--- config.mk ---
export PLATFORM = sky130hd
export DESIGN_NAME = spi_ram_burst
export DESIGN_NICKNAME = d
export VERILOG_FILES = /design/src/rtl/spi_ram_burst.sv
export SDC_FILE = /design/constraint.sdc
export NUM_CORES = 2
export LEC_CHECK = 0
export ABC_AREA = 0
export BUFFER_PORTS_ARGS = -buffer_cell sky130_fd_sc_hd__buf_4
export CAP_MARGIN = 20
export CORE_AREA = 8 8 380 382
export CTS_BUF_LIST = sky130_fd_sc_hd__clkbuf_4 sky130_fd_sc_hd__clkbuf_8
export DETAILED_ROUTE_END_ITERATION = 7
export DIE_AREA = 0 0 388 390
export HOLD_SLACK_MARGIN = 0.12
export PLACE_DENSITY = 0.78
export SYNTH_ARGS = -nofsm -noshare
export SYNTH_HDL_FRONTEND = slang
export SYNTH_SLANG_ARGS = --single-unit
--- constraint.sdc ---
create_clock -name clk -period 3.2 [get_ports clk]
set_clock_uncertainty 0.1 [all_clocks]
set_input_delay 0.96 -clock clk [delete_from_list [all_inputs] [get_ports clk]]
set_output_delay 0.96 -clock clk [all_outputs]
set_load 0.1 [all_outputs]
--- src/rtl/spi_ram_burst.sv ---
// Command-driven RAM behind an SPI slave: address set, write, and read commands.
// Burst auto-increment, tx backpressure and sticky error flags are included.
module spi_ram_burst #(
    parameter int WORD_W    = 8,
    parameter int MEM_DEPTH = 256,
    parameter int ADDR_W    = $clog2(MEM_DEPTH),
    parameter int AUTO_INC  = 1
) (
    input  logic              clk,
    input  logic              rst_n,
    input  logic              rx_valid,
    input  logic [WORD_W+1:0] din,
    input  logic              tx_ready,
    input  logic              err_clr,
    output logic [WORD_W-1:0] dout,
    output logic              tx_valid,
    output logic              err_ovf,
    output logic              err_addr
);

    localparam logic [1:0] CMD_SET_WR = 2'b00;
    localparam logic [1:0] CMD_WRITE  = 2'b01;
    localparam logic [1:0] CMD_SET_RD = 2'b10;
    localparam logic [1:0] CMD_READ   = 2'b11;

    logic [WORD_W-1:0] r_mem [MEM_DEPTH];
    logic [ADDR_W-1:0] r_wr_addr;
    logic [ADDR_W-1:0] r_rd_addr;
    logic [WORD_W-1:0] r_dout;
    logic              r_tx_valid;
    logic              r_err_ovf;
    logic              r_err_addr;

    logic [1:0]        w_cmd;
    logic [WORD_W-1:0] w_payload;
    logic [ADDR_W-1:0] w_payload_addr;
    logic              w_in_range;
    logic              w_set_wr;
    logic              w_set_rd;
    logic              w_write;
    logic              w_read_req;
    logic              w_rd_accept;
    logic              w_ovf_evt;
    logic              w_addr_evt;

    // Wrap at MEM_DEPTH-1 rather than at the power-of-two boundary.
    function automatic logic [ADDR_W-1:0] next_addr(input logic [ADDR_W-1:0] a);
        if (a == ADDR_W'(MEM_DEPTH - 1))
            return '0;
        return a + 1'b1;
    endfunction

    assign w_cmd          = din[WORD_W+1:WORD_W];
    assign w_payload      = din[WORD_W-1:0];
    assign w_payload_addr = w_payload[ADDR_W-1:0];
    assign w_in_range     = (32'(w_payload) < 32'(MEM_DEPTH));

    assign w_set_wr    = rx_valid && (w_cmd == CMD_SET_WR);
    assign w_write     = rx_valid && (w_cmd == CMD_WRITE);
    assign w_set_rd    = rx_valid && (w_cmd == CMD_SET_RD);
    assign w_read_req  = rx_valid && (w_cmd == CMD_READ);
    assign w_rd_accept = w_read_req && (!r_tx_valid || tx_ready);
    assign w_ovf_evt   = w_read_req && !w_rd_accept;
    assign w_addr_evt  = (w_set_wr || w_set_rd) && !w_in_range;

    // Storage is deliberately left out of reset.
    always_ff @(posedge clk) begin
        if (w_write)
            r_mem[r_wr_addr] <= w_payload;
    end

    always_ff @(posedge clk) begin
        if (!rst_n) begin
            r_wr_addr  <= '0;
            r_rd_addr  <= '0;
            r_dout     <= '0;
            r_tx_valid <= 1'b0;
            r_err_ovf  <= 1'b0;
            r_err_addr <= 1'b0;
        end else begin
            if (w_set_wr && w_in_range)
                r_wr_addr <= w_payload_addr;
            else if (w_write && (AUTO_INC != 0))
                r_wr_addr <= next_addr(r_wr_addr);

            if (w_set_rd && w_in_range)
                r_rd_addr <= w_payload_addr;
            else if (w_rd_accept && (AUTO_INC != 0))
                r_rd_addr <= next_addr(r_rd_addr);

            // An accepted read in the transfer cycle keeps tx_valid high back-to-back.
            if (w_rd_accept) begin
                r_dout     <= r_mem[r_rd_addr];
                r_tx_valid <= 1'b1;
            end else if (r_tx_valid && tx_ready) begin
                r_tx_valid <= 1'b0;
            end

            r_err_ovf  <= (r_err_ovf  && !err_clr) || w_ovf_evt;
            r_err_addr <= (r_err_addr && !err_clr) || w_addr_evt;
        end
    end

    assign dout     = r_dout;
    assign tx_valid = r_tx_valid;
    assign err_ovf  = r_err_ovf;
    assign err_addr = r_err_addr;

endmodule

==> flow_summary.json <==
{
  "ys.warnings.count": 0,
  "arrival_ns": 4.00,
  "max_cap_viol_count": 0,
  "relSlewSlack_pct": 31.84,
  "synthesis.area_um2": 81020,
  "worstReg2RegEnd": "dout[2]",
  "postSynthAreaPerCell_um2": 19.88,
  "cts_tree": "built",
  "syn2layout_area_growth_pct": 15.32,
  "start_util_pct": 58.49,
  "nNetsFinal": 4757,
  "antenna_found_initial": 4,
  "synth_top_flop_cell": "edfxtp_1",
  "gp_congestion": 0.9242,
  "dpl-instance-area_um2": 87310,
  "ant_nets": 0,
  "grt_pass1_wl_mm": 292.8,
  "crit_type": "flop to flop",
  "ys_top_cells_by_count": "edfxtp_1, mux4_2, nor2_1, mux2i_1, nand2_1",
  "reg2reg_setup_slack_ns": -0.02,
  "design_area_um2": 93420,
  "grt_use_total_pct": 26.14,
  "vias": 44310,
  "finalWorstPathRequiredPeriod_ns": 3.219,
  "dp_hpwl_mm": 126.7,
  "slew_violations": 0,
  "die_area_um2": 151300,
  "static-leakage-power_nw": 29.75,
  "wl_mm": 200.7,
  "synthTopCellsByArea": "edfxtp_1, mux4_2, mux2i_1",
  "ys_seq_elements": 2075,
  "io_pins": 26,
  "period_share_pct": 100.6,
  "yosysTopAreaCellShare_pct": 75.91,
  "whs_endpoint": "tx_valid",
  "clkTransAtPathRegs_ns": 0.06,
  "async_reset_ff_share_pct": 0,
  "drt-initial-drc-count": 6074,
  "worst_pin_slew_ns": 1.020,
  "port_buffers": 25,
  "syn_nets": 4095,
  "cts_buffers": 329,
  "die_w_um": 388,
  "status": "complete, but fails checks",
  "min_from": "din[8]",
  "fin_ws_ns": -0.01913,
  "grt_max_degree": 108,
  "fin_util_pct": 67.45,
  "gr-total-overflow": 0,
  "instances_no_fill": 6765,
  "grt_setup_unrepaired": "yes",
  "hold_path_class": "primary input to flop",
  "critPathMaxFanout": 25,
  "insertion_delay_ns": 0.99,
  "violations": "negative setup slack",
  "power.density_nw_per_um2": 575.0,
  "timing.rr.start": "r_rd_addr[0]",
  "viasPerCell": 6.549,
  "cts_root_buf": "clkbuf_8",
  "drive_above_1_share_pct": 30.04,
  "grt_pass1_vias": 44130,
  "holdWs_ns": 0.2532,
  "clk_path_buf_depth": 4,
  "worstSetupStartpointType": "flop",
  "die_h_um": 390,
  "hold_viol": 0,
  "synth-edff-count": 2048,
  "setup_tns_ns": -0.01913,
  "yosysMostFrequentCell": "edfxtp_1",
  "cp.required_ns": 3.98,
  "dr.pass1.iters": 7,
  "htree_levels": 5,
  "core-area_um2": 138500,
  "vdd_drop_max_v": 0.0003052,
  "setup_viol": 1,
  "core.rowCount": 137,
  "cts.sinks": 2075,
  "dp.cells": 6211,
  "drc": 0,
  "wl_per_cell_um": 29.66,
  "fmax_mhz": 310.6,
  "yosys.cell_types.count": 61,
  "yosysSeqAreaShare_pct": 76.58,
  "syn_inst": 4075,
  "r2r_cells": 9,
  "crit_path_end_kind": "flop",
  "whs_path_depth": 3,
  "yosysTopAreaCell": "edfxtp_1"
}
[cells by family after synthesis]
kind of cell	Yosys count	synth area share, %
DFF	2075	76.58
muxes	661	14.49
and+or+nand+nor	623	3.425
AOI/OAI and AO/OA	442	3.757
buffers and inverters	268	1.662
adders and majority gates	5	0.07722
xor gates and xnor gates	1	0.01081
[stage by stage]
stage	power (W)	setup slack, ns
2_1_floorplan	0.03192	0.01086
3_3_place_gp	0.03313	-0.3468
3_5_place_dp	0.03320	-0.3447
4_1_cts	0.05396	0.009774
5_1_grt	0.05525	-0.03220
6_report	0.05372	-0.01913
[per-layer routing]
layer | wire (µm) | up-vias | track usage [%]
met5 | 41 | - | 0
met3 | 23830 | 516 | 7.295
met1 | 73780 | 22650 | 35.33
met4 | 8668 | 6 | 10.52
met2 | 94340 | 2997 | 40.82
li1 | - | 18140 | -
[cells in the final DEF, fill, tap and decap left out, types with 23 or more instances in the layout]
master    netlist  routed
clkinv_1        1      86
nand2_1       157     157
nor3_1         29      29
buf_12          0      66
a211oi_1       30      30
clkbuf_4        0      88
edfxtp_1     2048    2048
clkinv_2        0      23
nor2_1        272     272
a21oi_1        65      64
o221ai_1       51      47
a221oi_1       30      29
mux2i_1       247     246
buf_4          38     512
nor2b_1        38      37
o21ai_0        80      77
clkbuf_8        0     344
nand3_1        31      31
mux4_2        409     409
dfxtp_1        27      23
o22ai_1        79      79
[where the power goes]
part	total, W	switching, W	internal (W)
registers	0.0299	0.0000478	0.0299
logic	0.00275	0.00168	0.00107
clock network	0.0211	0.00983	0.0112
[state kept, by name, summed over array words and instances (netlist names)]
register	cells
tx_valid	1
dout	8
err_addr	1
r_wr_addr	8
err_ovf	1
r_rd_addr	8
r_mem	2048
[how the worst max path moves through the flow]
stage	from	to	slack, ns	cells past startpoint
final	r_rd_addr[0]	dout[2]	-0.02	9
after global routing	r_rd_addr[0]	dout[4]	-0.03	9
after CTS	r_rd_addr[0]	dout[0]	0.01	10
after detailed placement	rx_valid	dout[0]	-0.34	12
after global placement	rx_valid	dout[0]	-0.35	12
after floorplan	din[9]	r_mem[112][0]	0.01	7
[worst max-delay path, stage by stage (launching register included)]
cell and delay [ns]:
dfxtp_4 0.45, buf_12 0.21, buf_12 0.22, buf_16 0.24
buf_4 0.18, mux4_2 0.50, o22ai_1 0.33, a2111o_1 0.43
nor3_1 0.14, a211o_1 0.25
[what timing repair did]
action | 4_1_cts | 5_1_grt
pin swaps | 0 | 2
setup endpoints to repair | 3 | 5
setup buffers | 0 | 1
hold endpoints to repair | 2 | 0
resized for setup | 4 | 19
hold buffers | 1 | 0
[layout make-up]
class	count	area, µm²
flip-flops and latches	2075	62050
multi-input cells	1732	17710
repair buffers	590	5358
well taps	1807	2261
clock buffers	429	5354
diodes	2	5.005
inverters	9	38.79
clock inverters	121	644.4
fillers	8284	45080
No activity file was read; power rests on OpenSTA's default activity.
